### config.mk
export PLATFORM = sky130hd
export DESIGN_NAME = pipe_addsub
export DESIGN_NICKNAME = d
export VERILOG_FILES = /design/src/rtl/pipe_addsub_pkg.sv /design/src/rtl/addsub_chunk_stage.sv /design/src/rtl/pipe_addsub.sv
export SDC_FILE = /design/constraint.sdc
export NUM_CORES = 1
export LEC_CHECK = 0
export ABC_AREA = 0
export BUFFER_PORTS_ARGS = -buffer_cell sky130_fd_sc_hd__buf_2
export CAP_MARGIN = 20
export CORE_UTILIZATION = 40
export DETAILED_ROUTE_END_ITERATION = 10
export GPL_TIMING_DRIVEN = 0
export PLACE_DENSITY = 0.58
export SETUP_SLACK_MARGIN = 0.15
export SLEW_MARGIN = 25
export SYNTH_ARGS = -nofsm -noshare
export SYNTH_HDL_FRONTEND = slang
export SYNTH_SLANG_ARGS = --single-unit
### constraint.sdc
create_clock -name clk -period 5.2 [get_ports clk]
set_clock_uncertainty 0.05 [all_clocks]
set_input_delay 0.52 -clock clk [delete_from_list [all_inputs] [get_ports clk]]
set_output_delay 0.52 -clock clk [all_outputs]
set_load 0.005 [all_outputs]
### src/rtl/pipe_addsub_pkg.sv
// Shared types and helpers for the pipelined add/subtract unit.
// Flag generation lives here so the top only wires registered MSBs into it.
package pipe_addsub_pkg;

    typedef struct packed {
        logic cout;
        logic ovf;
        logic zero;
        logic neg;
    } addsub_flags_t;

    // Legal geometry: at least one stage, no more stages than bits, equal chunks.
    function automatic logic geometry_ok(input int width, input int stages);
        return (stages >= 1) && (stages <= width) && ((width % stages) == 0);
    endfunction

    // ovf and zero are qualified by valid so an empty output slot reports no condition.
    function automatic addsub_flags_t calc_flags(
        input logic vld,
        input logic carry,
        input logic a_msb,
        input logic bp_msb,
        input logic y_msb,
        input logic y_is_zero
    );
        addsub_flags_t f;
        f.cout = carry;
        f.ovf  = vld & (a_msb == bp_msb) & (y_msb != a_msb);
        f.zero = vld & y_is_zero;
        f.neg  = y_msb;
        return f;
    endfunction

endpackage

### src/rtl/addsub_chunk_stage.sv
// One carry-chunk pipeline stage: resolves chunk IDX of the sum from the incoming
// carry and forwards operands, partial sum and carry under a common hold enable.
module addsub_chunk_stage #(
    parameter int WIDTH  = 32,
    parameter int STAGES = 4,
    parameter int IDX    = 0
) (
    input  logic             clk,
    input  logic             rst_n,
    input  logic             advance,
    input  logic             vld_d,
    input  logic [WIDTH-1:0] a_d,
    input  logic [WIDTH-1:0] bp_d,
    input  logic [WIDTH-1:0] sum_d,
    input  logic             carry_d,
    output logic             vld_q,
    output logic [WIDTH-1:0] a_q,
    output logic [WIDTH-1:0] bp_q,
    output logic [WIDTH-1:0] sum_q,
    output logic             carry_q
);
    localparam int CHUNK = WIDTH / STAGES;
    localparam int LSB   = IDX * CHUNK;

    logic [CHUNK:0]   chunk_sum;
    logic [WIDTH-1:0] sum_nxt;

    always_comb begin
        chunk_sum = {1'b0, a_d[LSB +: CHUNK]} + {1'b0, bp_d[LSB +: CHUNK]}
                  + {{CHUNK{1'b0}}, carry_d};
        sum_nxt = sum_d;
        sum_nxt[LSB +: CHUNK] = chunk_sum[CHUNK-1:0];
    end

    // Stage register: sum and carry are reset so the unit output reads zero after reset.
    always_ff @(posedge clk or negedge rst_n) begin
        if (!rst_n) begin
            vld_q   <= 1'b0;
            sum_q   <= '0;
            carry_q <= 1'b0;
        end else if (advance) begin
            vld_q   <= vld_d;
            sum_q   <= sum_nxt;
            carry_q <= chunk_sum[CHUNK];
        end
    end

    always_ff @(posedge clk) begin
        if (advance) begin
            a_q  <= a_d;
            bp_q <= bp_d;
        end
    end

endmodule

### src/rtl/pipe_addsub.sv
// Pipelined add/subtract unit: the carry chain is split into STAGES chunks, one
// resolved per clock, with valid/ready handshakes and NZCV-style flags.
module pipe_addsub
    import pipe_addsub_pkg::*;
#(
    parameter int WIDTH  = 32,
    parameter int STAGES = 4
) (
    input  logic             clk,
    input  logic             rst_n,
    input  logic             in_valid,
    output logic             in_ready,
    input  logic [WIDTH-1:0] a,
    input  logic [WIDTH-1:0] b,
    input  logic             sub,
    input  logic             cin,
    output logic             out_valid,
    input  logic             out_ready,
    output logic [WIDTH-1:0] y,
    output logic             cout,
    output logic             ovf,
    output logic             zero,
    output logic             neg
);
    if (!geometry_ok(WIDTH, STAGES)) begin : g_bad_geometry
        $error("pipe_addsub: WIDTH must be a multiple of STAGES and STAGES in 1..WIDTH");
    end

    logic                    advance;
    logic [STAGES:0]         vld_p;
    logic [STAGES:0]         carry_p;
    logic [STAGES:0][WIDTH-1:0] a_p;
    logic [STAGES:0][WIDTH-1:0] bp_p;
    logic [STAGES:0][WIDTH-1:0] sum_p;
    addsub_flags_t           flags;
    logic                    unused_ops;

    // The whole pipe moves or holds as one; bubbles are kept, never collapsed.
    assign advance  = !out_valid || out_ready;
    assign in_ready = advance;

    // Stage 0 inputs: subtraction is A + ~B + 1, so cin is ignored there.
    assign vld_p[0]   = in_valid;
    assign a_p[0]     = a;
    assign bp_p[0]    = sub ? ~b : b;
    assign sum_p[0]   = '0;
    assign carry_p[0] = sub ? 1'b1 : cin;

    for (genvar k = 0; k < STAGES; k++) begin : g_stage
        addsub_chunk_stage #(
            .WIDTH  (WIDTH),
            .STAGES (STAGES),
            .IDX    (k)
        ) u_stage (
            .clk     (clk),
            .rst_n   (rst_n),
            .advance (advance),
            .vld_d   (vld_p[k]),
            .a_d     (a_p[k]),
            .bp_d    (bp_p[k]),
            .sum_d   (sum_p[k]),
            .carry_d (carry_p[k]),
            .vld_q   (vld_p[k+1]),
            .a_q     (a_p[k+1]),
            .bp_q    (bp_p[k+1]),
            .sum_q   (sum_p[k+1]),
            .carry_q (carry_p[k+1])
        );
    end

    // Output stage: result and flags come straight from the last stage registers.
    assign out_valid = vld_p[STAGES];
    assign y         = sum_p[STAGES];
    assign flags     = calc_flags(vld_p[STAGES], carry_p[STAGES],
                                  a_p[STAGES][WIDTH-1], bp_p[STAGES][WIDTH-1],
                                  sum_p[STAGES][WIDTH-1], sum_p[STAGES] == '0);
    assign cout      = flags.cout;
    assign ovf       = flags.ovf;
    assign zero      = flags.zero;
    assign neg       = flags.neg;

    // Only the operand MSBs matter after the last chunk has been resolved.
    assign unused_ops = ^{a_p[STAGES], bp_p[STAGES]};

endmodule

# Word level (Yosys, flattened, before mapping)
# Cells that the tools add are included.
dict set report classes {
  add_sub_neg 8
  n_eq_ne 2
  mux 2
  bitwise_logic 4
  n_reduce_logical 3
}
# cell count
set ops {}
lappend ops {{adder 8 x 8 -> 9 bit} 4}
lappend ops {{adder 9 x 1 -> 9 bit} 4}
lappend ops {{logical NOT 32 bit} 1}
lappend ops {{two-way mux 32 bit} 1}
lappend ops {{NOT 32 bit} 1}
lappend ops {{AND 1 bit} 3}
lappend ops {{equality test 1 bit} 1}
lappend ops {{logical NOT 1 bit} 1}
lappend ops {{logical OR 1 bit} 1}
lappend ops {{two-way mux 1 bit} 1}
lappend ops {{inequality test 1 bit} 1}
dict set report word_totals {
  regBits 344
  output_inout_bits 38
}

# Depth between registers and ports, before layout
# Gate-level depths: netlist (run 1).
dict set report logic_depth {
  ltp_word 4
  ltp_mapped 10
  ltp_nobuf 8
}

# Modules after synthesis
# From an unflattened synthesis (run 1), not the netlist that was laid out.
dict set report hier_totals {
  hier_cells 817
  hier_area_um2 14690.3
}
# mod instances cells_per_inst area_each_um2 seq_area_each_um2
set by_module_without_submodules {}
lappend by_module_without_submodules {{addsub_chunk_stage at g_stage[1].u_stage ...} 3 190 3568.4 2772.7}
lappend by_module_without_submodules {{addsub_chunk_stage at g_stage[0].u_stage} 1 192 3544.6 2772.7}
lappend by_module_without_submodules {pipe_addsub 1 55 440.4 0.0}

# Least setup slack after synthesis (run 1)
# Ideal clock, no wire load.
dict set report synth_timing {
  path_kind {input to output}
  start {input port out_ready}
  end {output port in_ready}
  arrival_time_ns 3.697
  required_ns 4.630
  slack_ns 0.933
  path_stages 4
  path_cell_list {nor2b_1 > buf_2 > clkinv_1 > clkbuf_1}
}
dict set report synth_via {
  elab_chain_cells 1
}
# item line
set synth_rtl {}
lappend synth_rtl {{start, declared} pipe_addsub.sv:18} ;# input logic out_ready,
lappend synth_rtl {{logical OR 1 bit} pipe_addsub.sv:39} ;# assign advance = !out_valid || out_ready;
lappend synth_rtl {{end, declared} pipe_addsub.sv:12} ;# output logic in_ready,
# No other way between the ends.

# Final worst setup path (run 1)
dict set report layout_timing {
  start {register g_stage[3].u_stage.vld_q}
  end {output port in_ready}
}
dict set report layout_via {
  elab_chain_cells 2
}
# item line
set layout_rtl {}
lappend layout_rtl {{start, declared} addsub_chunk_stage.sv:16} ;# output logic vld_q,
lappend layout_rtl {{start signal, assigned} addsub_chunk_stage.sv:42} ;# vld_q <= vld_d;
lappend layout_rtl {{logical NOT 1 bit} pipe_addsub.sv:39}
lappend layout_rtl {{logical OR 1 bit} pipe_addsub.sv:39}
# No other way between the ends.

==> results of run 1 <==
==> layout by cell type (no fill, tap or decap), types with 10 or more instances in the layout <==
cell	count
nand2_1	200
buf_2	116
edfxtp_1	98
dfrtp_1	88
xor2_1	44
o21ai_0	38
ha_1	28
clkbuf_16	17
a21oi_1	15
nor2_1	14
clkbuf_1	13
nor3_1	13
a211oi_1	10
==> metrics by stage <==
stage	hold slack, ps	utilization, %
6_report	215	49.4
5_1_grt	192	49.4
4_1_cts	199	49.4
3_5_place_dp	355	46.2
3_3_place_gp	353	45.8
2_1_floorplan	174	-
==> per-layer routing <==
metal	wire, um	track usage [%]
met1	7130	21.7
met2	7370	26.3
met3	638	3.48
met4	167	6.90
met5	0	0
==> what timing repair did <==
| action | 4_1_cts | 5_1_grt |
|---|---|---|
| endpoints found under the hold margin | 32 | 0 |
| endpoints found under the setup margin | 0 | 0 |
| hold buffers | 1 | 0 |
==> power breakdown <==
group	internal [mW]	total, mW	switching, mW
clock network	0.762	1.31	0.546
registers	2.19	2.48	0.297
logic	0.666	1.58	0.918
total	3.61	5.38	1.76
==> kinds of logic after synthesis <==
| family | count (synthesis) | synth area share (%) |
|---|---|---|
| AO/OA/AOI/OAI | 90 | 6.97 |
| flip-flops | 186 | 66.0 |
| XOR/XNOR | 47 | 5.28 |
| AND/OR/NAND/NOR | 252 | 13.3 |
| adder cells (fa/ha/maj) | 36 | 6.55 |
| buffers and inverters | 33 | 1.81 |
==> worst reg2reg max path, delay by kind of cell, from the launching register on <==
family | cells | cell delay [ps]
AOI/OAI and AO/OA | 4 | 730
xor gates and xnor gates | 1 | 220
adders and majority gates | 2 | 910
DFF | 1 | 410
==> how the worst max path moves through the flow <==
stage | depth (start not counted) | slack (ps) | from | endpoint
after floorplan | 4 | 930 | out_ready | in_ready
after global placement | 6 | -860 | out_ready | in_ready
after detailed placement | 10 | 1640 | sub | g_stage[0].u_stage.sum_q[6]
after CTS | 7 | 2080 | g_stage[3].u_stage.vld_q | in_ready
after global routing | 7 | 1910 | g_stage[3].u_stage.vld_q | in_ready
final | 7 | 2160 | g_stage[3].u_stage.vld_q | in_ready
==> area by class of cell <==
class	instances	area share, %
clock inverters	12	1.77
flip-flops and latches	186	55.1
well taps	260	3.48
plain buffers	24	1.19
inverters	9	0.362
clock buffers	19	4.64
multi-input cells	425	26.8
repair buffers	110	6.66
==> sequential cells by signal (all words and copies together) (netlist names) <==
name,flops
g_stage.u_stage.sum_q,80
g_stage.u_stage.a_q,49
g_stage.u_stage.bp_q,49
g_stage.u_stage.carry_q,4
g_stage.u_stage.vld_q,4
==> flow_summary_export.csv, run 1 <==
group,metric,value,unit
placed_design,dp_hpwl,11.4,mm
critical_path,cp_top_family,"buffers and inverters",
floorplan,dieArea,20000,sq um
critical_path,crit_chain,"nor2b_1 > buf_2 > clkinv_1 > clkbuf_4 > buf_12 > buf_16 > buf_2",
route,drc,0,
logic_synthesis,synth_edf_count,98,
cts,cts_buffers,17,
cts,cts.repair.resized,0,
route,antenna_left,0,
global_routing,grt_antenna_before_repair,0,
placed_design,dp_cells,1013,
critical_path,r2r_end,"g_stage[3].u_stage.sum_q[30]",
sta,rsz0062_at_grt,"false",
critical_path,end_kind,"primary output",
placed_design,io_buffers,106,
route,via_count,4892,
critical_path,required,4630,ps
global_routing,grt_max_degree,57,
logic_synthesis,ys_seq_area_share,66.0,%
worst_hold_path,whs_path_depth,1,
worst_hold_path,hp-start,"a[19]",
power,peakVddDrop,0.298,mV
critical_path,crit_type,"register to primary output",
logic_synthesis,synthArstFlopShare,47.3,%
sta,clock.fmax,329,MHz
cts,clk_path_buf_depth,2,
critical_path,path_max_fanout,56,
sta,hold_viol,0,
sta,finalSetupTns,0,ps
logic_synthesis,netlist.area_leader.share,37.8,%
critical_path,path_buf_inv,6,
cts,cts-root-buf,"clkbuf_16",
placed_design,placed_cell_area,8730,sq um
cts,cts_sinks,186,
cts,cts_setup_buffers,0,
final_layout,seq_area,5140,sq um
sta,post-route-min-period,3040,ps
critical_path,worst_ep_arrival_time,2470,ps
logic_synthesis,ys_types,37,
placed_design,gp_congestion,0.743,
logic_synthesis,synth_fp_nets,750,
sta,final-max-slew-violation-count,0,
final_layout,n_fill_cell,1733,
route,drt-initial-drc-count,260,
critical_path,reg2reg_from,"g_stage[2].u_stage.a_q[24]",
power,power.total,5.38,mW
logic_synthesis,syn_inst,644,
logic_synthesis,synth.area.top_cells,"edfxtp_1 38%, dfrtp_1 28%, nand2_1 9.6%",
global_routing,grt_pass1_wl,24.9,mm
final_layout,multi_input_area,2500,sq um
route,wl_per_cell,14.6,um
logic_synthesis,syn_area,7790,sq um
outcome,status,"finished clean",
critical_path,reg2reg_setup_slack,2750,ps
critical_path,r2r_cells,7,
flow_run,drv_cap,0,
sta,fin_crit_sh,58.4,%
sta,setup_violations,0,
global_routing,grt_pass1_vias,4912,
final_layout,layout-drive-gt1-share,19.7,%
critical_path,critPathSlowestCell,"dfrtp_1",
sta,setup_ws,2160,ps
logic_synthesis,synth_seq_cells,186,
power,p_per_area,576,nW/um^2
logic_synthesis,ys_warn_count,0,
critical_path,startpoint_type,"register",
logic_synthesis,synth_commonest_cells,"200 x nand2_1, 98 x edfxtp_1, 88 x dfrtp_1, 44 x xor2_1, 38 x o21ai_0",
route,vias_per_cell,4.68,
floorplan,num_rows,50,
final_layout,fin_nets,879,
placed_design,pre_cts_ws,1640,ps
logic_synthesis,synth_top_cell_by_area,"edfxtp_1",
cts,clk_pin_slew,70,ps
global_routing,grt_overflow,0,
worst_hold_path,hold_path.class,"input pin to register",
final_layout,layout.cells.non_filler,1045,
floorplan,coreArea,18900,sq um
sta,worst_pin_slew,811,ps
critical_path,max_stage_delay,420,ps
critical_path,cp_common_cell,"buf_2",
final_layout,area_growth,19.9,%
cts,clk_latency,420,ps
power,power.leakage,4.17,nW
final_layout,num_antenna_cells,0,
floorplan,die_x,142,um
cts,htreeDepth,4,
logic_synthesis,syn_avg_cell_area,12.1,sq um
route,drtPass1Iterations,5,
floorplan,num_io_pins,108,
floorplan,die_h,142,um
global_routing,grtUsageTotal,16.4,%
logic_synthesis,synth_most_common_cell,"nand2_1",
logic_synthesis,synth_flop_cell,"edfxtp_1",
final_layout,design_area,9340,sq um
route,drt_wl_total,15.3,mm
worst_hold_path,whs_endpoint,"g_stage[0].u_stage.a_q[19]",
cts,cts_tree,"built",
sta,max_slew_margin,45.4,%
floorplan,initial_core_util,41.2,%
Power figures use the tool's default switching activity.
==> inputs of run 2 (changes only) <==
--- a/config.mk
+++ b/config.mk
@@ -5,7 +5,7 @@
 export SDC_FILE = /design/constraint.sdc
 export NUM_CORES = 1
 export LEC_CHECK = 0
-export ABC_AREA = 0
+export ABC_AREA = 1
 export BUFFER_PORTS_ARGS = -buffer_cell sky130_fd_sc_hd__buf_2
 export CAP_MARGIN = 20
 export CORE_UTILIZATION = 40
==> constraint.sdc (replaced) <==
create_clock -name clk -period 3.1 [get_ports clk]
set_clock_uncertainty 0.05 [all_clocks]
set_input_delay 0.31 -clock clk [delete_from_list [all_inputs] [get_ports clk]]
set_output_delay 0.31 -clock clk [all_outputs]
set_load 0.005 [all_outputs]
==> flow_summary_export.csv, run 2 <==
group,metric,value,unit
cts,cts-hold-fix-buffers,22,
power,p_seq_share,45.0,%
logic_synthesis,synth_top_cell_by_area,"edfxtp_1",
power,power_frac_comb,31.5,%
placed_design,io_buffers,106,
sta,max_slew_margin,36.1,%
logic_synthesis,synth-xor-area-share,3.88,%
critical_path,worst_ep_arrival_time,2250,ps
floorplan,initial_core_util,41.3,%
power,p_sw,3.16,mW
power,p_clk_share,23.5,%
sta,post-route-min-period,2610,ps
logic_synthesis,syn_inst,725,
final_layout,num_antenna_cells,0,
route,antenna_left,0,
logic_synthesis,ys_warn_count,0,
logic_synthesis,synth-simple-area-share,16.5,%
logic_synthesis,ys_seq_area_share,63.3,%
floorplan,num_io_pins,108,
final_layout,n_fill_cell,1836,
route,wl_per_cell,13.6,um
route,via_count,5170,
power,peakVddDrop,0.403,mV
floorplan,dieArea,20900,sq um
final_layout,regMostFlops,"g_stage.u_stage.sum_q",
critical_path,startpoint_type,"register",
logic_synthesis,synth_fa_ha_area_share,6.28,%
cts,cts-root-buf,"clkbuf_16",
logic_synthesis,synth_most_common_cell,"nand2_1",
cts,htreeDepth,4,
logic_synthesis,ys_types,32,
logic_synthesis,synth.area.top_cells,"edfxtp_1 36%, dfrtp_1 27%, nand2_1 11%",
logic_synthesis,synth_compound_area_share,5.13,%
global_routing,grt_pass1_vias,4895,
placed_design,dp_cells,1097,
logic_synthesis,synth_edf_count,98,
floorplan,die_h,145,um
route,drc,0,
power,p_sw_share,34.5,%
cts,cts_setup_buffers,0,
final_layout,reg_top3,"g_stage.u_stage.sum_q (80), g_stage.u_stage.a_q (49), g_stage.u_stage.bp_q (49)",
sta,whs,18.1,ps
cts,cts.repair.resized,0,
global_routing,grt_max_degree,109,
sta,setup_violations,0,
global_routing,grt_antenna_before_repair,0,
outcome,status,"finished clean",
final_layout,layout-drive-gt1-share,20.3,%
global_routing,grt_overflow,0,
floorplan,coreArea,19700,sq um
sta,fin_crit_sh,84.0,%
logic_synthesis,synthArstFlopShare,47.3,%
route,drt_wl_total,15.7,mm
placed_design,gp_congestion,0.821,
sta,rsz0062_at_grt,"false",
logic_synthesis,synth_top_family_by_area,"simple AND/OR/NAND/NOR gates",
global_routing,grt_pass1_wl,25.2,mm
power,p_int,5.98,mW
final_layout,area_growth,20.9,%
power,power.leakage,4.56,nW
cts,clk_pin_slew,70,ps
logic_synthesis,syn_avg_cell_area,11.2,sq um
critical_path,path_max_fanout,108,
power,p_per_area,930,nW/um^2
final_layout,final_cell_mix,"230 x nand2_1, 109 x buf_2, 98 x edfxtp_1",
final_layout,final_util,50.0,%
floorplan,num_rows,51,
final_layout,largest_reg_flops,80,
cts,cts_sinks,186,
global_routing,grtUsageTotal,16.3,%
route,vias_per_cell,4.49,
logic_synthesis,syn_area,8120,sq um
logic_synthesis,netlist.area_leader.share,36.2,%
critical_path,end_kind,"primary output",
final_layout,fin_nets,979,
logic_synthesis,synth_commonest_cells,"230 x nand2_1, 98 x edfxtp_1, 88 x dfrtp_1, 51 x inv_1, 35 x xor2_1",
logic_synthesis,synth.area.mux_share,0,%
cts,clk_path_buf_depth,2,
cts,cts_buffers,17,
flow_run,drv_cap,0,
sta,final-max-slew-violation-count,0,
floorplan,die_x,145,um
sta,hold_viol,0,
sta,worst_pin_slew,958,ps
logic_synthesis,synth_flop_cell,"edfxtp_1",
logic_synthesis,synth_seq_cells,186,
final_layout,layout.cells.non_filler,1151,
worst_hold_path,hold_path.class,"input pin to register",
route,drt-initial-drc-count,290,
logic_synthesis,synth_fp_nets,831,
sta,finalSetupTns,0,ps
critical_path,crit_type,"register to primary output",
sta,clock.fmax,384,MHz
placed_design,dp_hpwl,11.1,mm
cts,cts_tree,"built",
final_layout,mostFrequentLayoutCell,"nand2_1",
critical_path,required,2740,ps
route,drtPass1Iterations,4,
power,power.total,9.14,mW
cts,clk_latency,430,ps
## run 2: layout make-up
type	count	area, sq um	share of cell area (%)
Sequential cell	186	5140	52.4
Inverter	53	199	2.02
Timing Repair Buffer	129	785	7.99
Clock buffer	17	425	4.33
Clock inverter	15	160	1.63
Multi-Input combinational cell	462	2590	26.3
Tap cell	265	332	3.37
Buffer	24	193	1.96
## run 2: stage by stage
| step | setup slack, ps | area, sq um |
|---|---|---|
| floorplan | 907 | 8120 |
| global placement | 648 | 8980 |
| detailed placement | 630 | 9020 |
| CTS | 436 | 9820 |
| global route | 332 | 9820 |
| finish | 495 | 9820 |
## run 2: worst paths after layout
path	start	end	slack, ps	depth (start not counted)
min in group asynchronous	rst_n	g_stage[3].u_stage.sum_q[8]	310	2
min reg2reg	g_stage[1].u_stage.a_q[27]	g_stage[2].u_stage.a_q[27]	370	0
max reg2reg	g_stage[0].u_stage.a_q[8]	g_stage[1].u_stage.sum_q[12]	1060	7
min	a[8]	g_stage[0].u_stage.a_q[8]	20	1
max in group asynchronous	rst_n	g_stage[1].u_stage.sum_q[15]	2100	3
max	g_stage[3].u_stage.vld_q	in_ready	490	6
## run 2: worst max-delay path: stages (launching register included)
cell	delay [ps]
dfrtp_1	400
inv_2	90
nor2_4	40
inv_2	80
buf_6	170
buf_6	700
buf_2	250
## run 2: cell families (layout without fill, tap and decap cells)
kind of cell	count (synthesis)	after routing
AO/OA/AOI/OAI	68	68
XOR/XNOR	36	36
adder cells (fa/ha/maj)	36	36
buffers and inverters	77	238
flip-flops	186	186
AND/OR/NAND/NOR	322	322
## run 2: layer usage
layer / GRT usage, % / share of wire (%)
met1: 22.5 / 50
met2: 25.8 / 46
met3: 2.91 / 2.7
met4: 5.65 / 1.4
met5: 0 / 0
## run 2: power by group through the flow
stage / logic (mW) / clock network (mW) / registers [mW]
4_1_cts: 2.94 / 2.20 / 4.13
3_3_place_gp: 2.84 / 0 / 4.15
5_1_grt: 3.33 / 2.29 / 4.23
2_1_floorplan: 1.99 / 0 / 4.08
3_5_place_dp: 2.90 / 0 / 4.17
6_report: 2.88 / 2.14 / 4.11
==> inputs of run 3 (changes only) <==
--- a/config.mk
+++ b/config.mk
@@ -11,7 +11,7 @@
 export CORE_UTILIZATION = 40
 export DETAILED_ROUTE_END_ITERATION = 10
 export GPL_TIMING_DRIVEN = 0
-export PLACE_DENSITY = 0.58
+export PLACE_DENSITY = 0.6
 export SETUP_SLACK_MARGIN = 0.15
 export SLEW_MARGIN = 25
 export SYNTH_ARGS = -nofsm -noshare
==> constraint.sdc (replaced) <==
create_clock -name clk -period 2.3 [get_ports clk]
set_clock_uncertainty 0.05 [all_clocks]
set_input_delay 0.23 -clock clk [delete_from_list [all_inputs] [get_ports clk]]
set_output_delay 0.23 -clock clk [all_outputs]
set_load 0.005 [all_outputs]
==> flow_summary_export.csv, run 3 (synthesis results as in run 2) <==
group,metric,value,unit
sta,post-route-min-period,2010,ps
critical_path,end_kind,"primary output",
floorplan,die_h,145,um
critical_path,required,2020,ps
final_layout,final_util,50.6,%
global_routing,grt_antenna_before_repair,0,
power,peakVddDrop,0.570,mV
global_routing,grt_overflow,0,
critical_path,r2r_cells,9,
final_layout,fin_nets,984,
sta,rsz0062_at_grt,"false",
placed_design,gp_congestion,0.814,
worst_hold_path,hold_path.class,"input pin to register",
route,via_count,5236,
cts,cts-root-buf,"clkbuf_16",
critical_path,crit_type,"register to primary output",
sta,final-max-slew-violation-count,0,
floorplan,num_rows,51,
cts,cts_setup_buffers,0,
placed_design,io_buffers,106,
cts,htreeDepth,4,
route,drc,0,
sta,hold_viol,0,
global_routing,grt_max_degree,65,
final_layout,num_antenna_cells,0,
power,power.total,12.5,mW
floorplan,num_io_pins,108,
critical_path,r2r_end,"g_stage[1].u_stage.sum_q[14]",
floorplan,initial_core_util,41.3,%
sta,worst_pin_slew,386,ps
power,power.leakage,4.62,nW
floorplan,die_x,145,um
cts,clk_pin_slew,80,ps
cts,cts_tree,"built",
sta,whs,41.3,ps
sta,finalSetupTns,0,ps
flow_run,drv_cap,0,
sta,max_slew_margin,74.1,%
critical_path,path_max_fanout,54,
critical_path,setup.worst_path.start,"g_stage[3].u_stage.vld_q",
sta,fin_crit_sh,87.3,%
final_layout,final_cell_mix,"230 x nand2_1, 109 x buf_2, 98 x edfxtp_1",
final_layout,area_growth,22.4,%
route,drtPass1Iterations,4,
sta,setup_violations,0,
cts,clk_path_buf_depth,2,
critical_path,worst_ep_arrival_time,1730,ps
route,vias_per_cell,4.53,
final_layout,mostFrequentLayoutCell,"nand2_1",
global_routing,grtUsageTotal,16.7,%
placed_design,dp_hpwl,11.0,mm
final_layout,layout-drive-gt1-share,20.3,%
critical_path,reg2reg_setup_slack,300,ps
cts,cts_sinks,186,
floorplan,coreArea,19700,sq um
route,antenna_left,0,
global_routing,grt_pass1_vias,4926,
route,drt_wl_total,16.0,mm
power,p_per_area,1260,nW/um^2
sta,clock.fmax,498,MHz
final_layout,largest_reg_flops,80,
placed_design,pre_cts_ws,-164,ps
outcome,status,"finished clean",
cts,cts_buffers,17,
sta,setup_ws,292,ps
critical_path,reg2reg_from,"g_stage[0].u_stage.a_q[8]",
global_routing,grt_pass1_wl,25.9,mm
critical_path,crit_path_end,"in_ready",
route,wl_per_cell,13.9,um
final_layout,regMostFlops,"g_stage.u_stage.sum_q",
route,drt-initial-drc-count,313,
cts,clk_latency,430,ps
final_layout,reg_top3,"g_stage.u_stage.sum_q (80), g_stage.u_stage.a_q (49), g_stage.u_stage.bp_q (49)",
floorplan,dieArea,20900,sq um
critical_path,startpoint_type,"register",
[run 3: layer usage]
layer  GRT usage (%)  part of all wire (%)  vias to the layer above
met5               0                     0                        -
met4            5.37                   1.4                        0
met3            3.34                   3.2                       20
met2            26.4                    48                       96
met1            23.1                    48                     2434
li1                -                     -                     2686
[run 3: worst max-delay path: stages, from the launching register on]
cell	delay, ps
dfrtp_1	410
inv_2	90
nor2_4	40
inv_2	80
buf_6	190
buf_16	270
buf_2	170
[run 3: metrics by stage]
step                instance area, sq um  instances
finish                              9940       1156
global route                        9940       1156
CTS                                 9940       1156
detailed placement                  9020       1097
global placement                    8980       1096
floorplan                           8120        725
[run 3: timing repair]
action	CTS	global route
setup endpoints to repair	1	0
endpoints found under the hold margin	113	0
hold buffers	26	0
gates resized for setup	3	0
[run 3: how the worst min path moves through the flow]
stage	from	endpoint	slack (ps)	cells past startpoint
after CTS	b[11]	g_stage[0].u_stage.bp_q[11]	20	2
after detailed placement	rst_n	g_stage[3].u_stage.sum_q[8]	50	1
final	b[13]	g_stage[0].u_stage.bp_q[13]	40	2
after floorplan	rst_n	g_stage[0].u_stage.carry_q	-120	0
after global placement	g_stage[0].u_stage.bp_q[31]	g_stage[1].u_stage.bp_q[31]	350	0
after global routing	b[11]	g_stage[0].u_stage.bp_q[11]	30	2
[run 3: cell type report]
cell class / count / area, sq um
flip-flops and latches: 186 / 5140
repair buffers: 134 / 857
plain buffers: 24 / 209
well taps: 265 / 332
multi-input cells: 462 / 2590
clock inverters: 15 / 186
clock buffers: 17 / 425
inverters: 53 / 199
fillers: 1813 / 9710
[run 3: power by group]
part	switching (mW)	internal [mW]	leakage [nW]
Sequential	0.609	4.94	2.05
Clock	1.37	1.65	0.290
Combinational	2.31	1.64	2.27
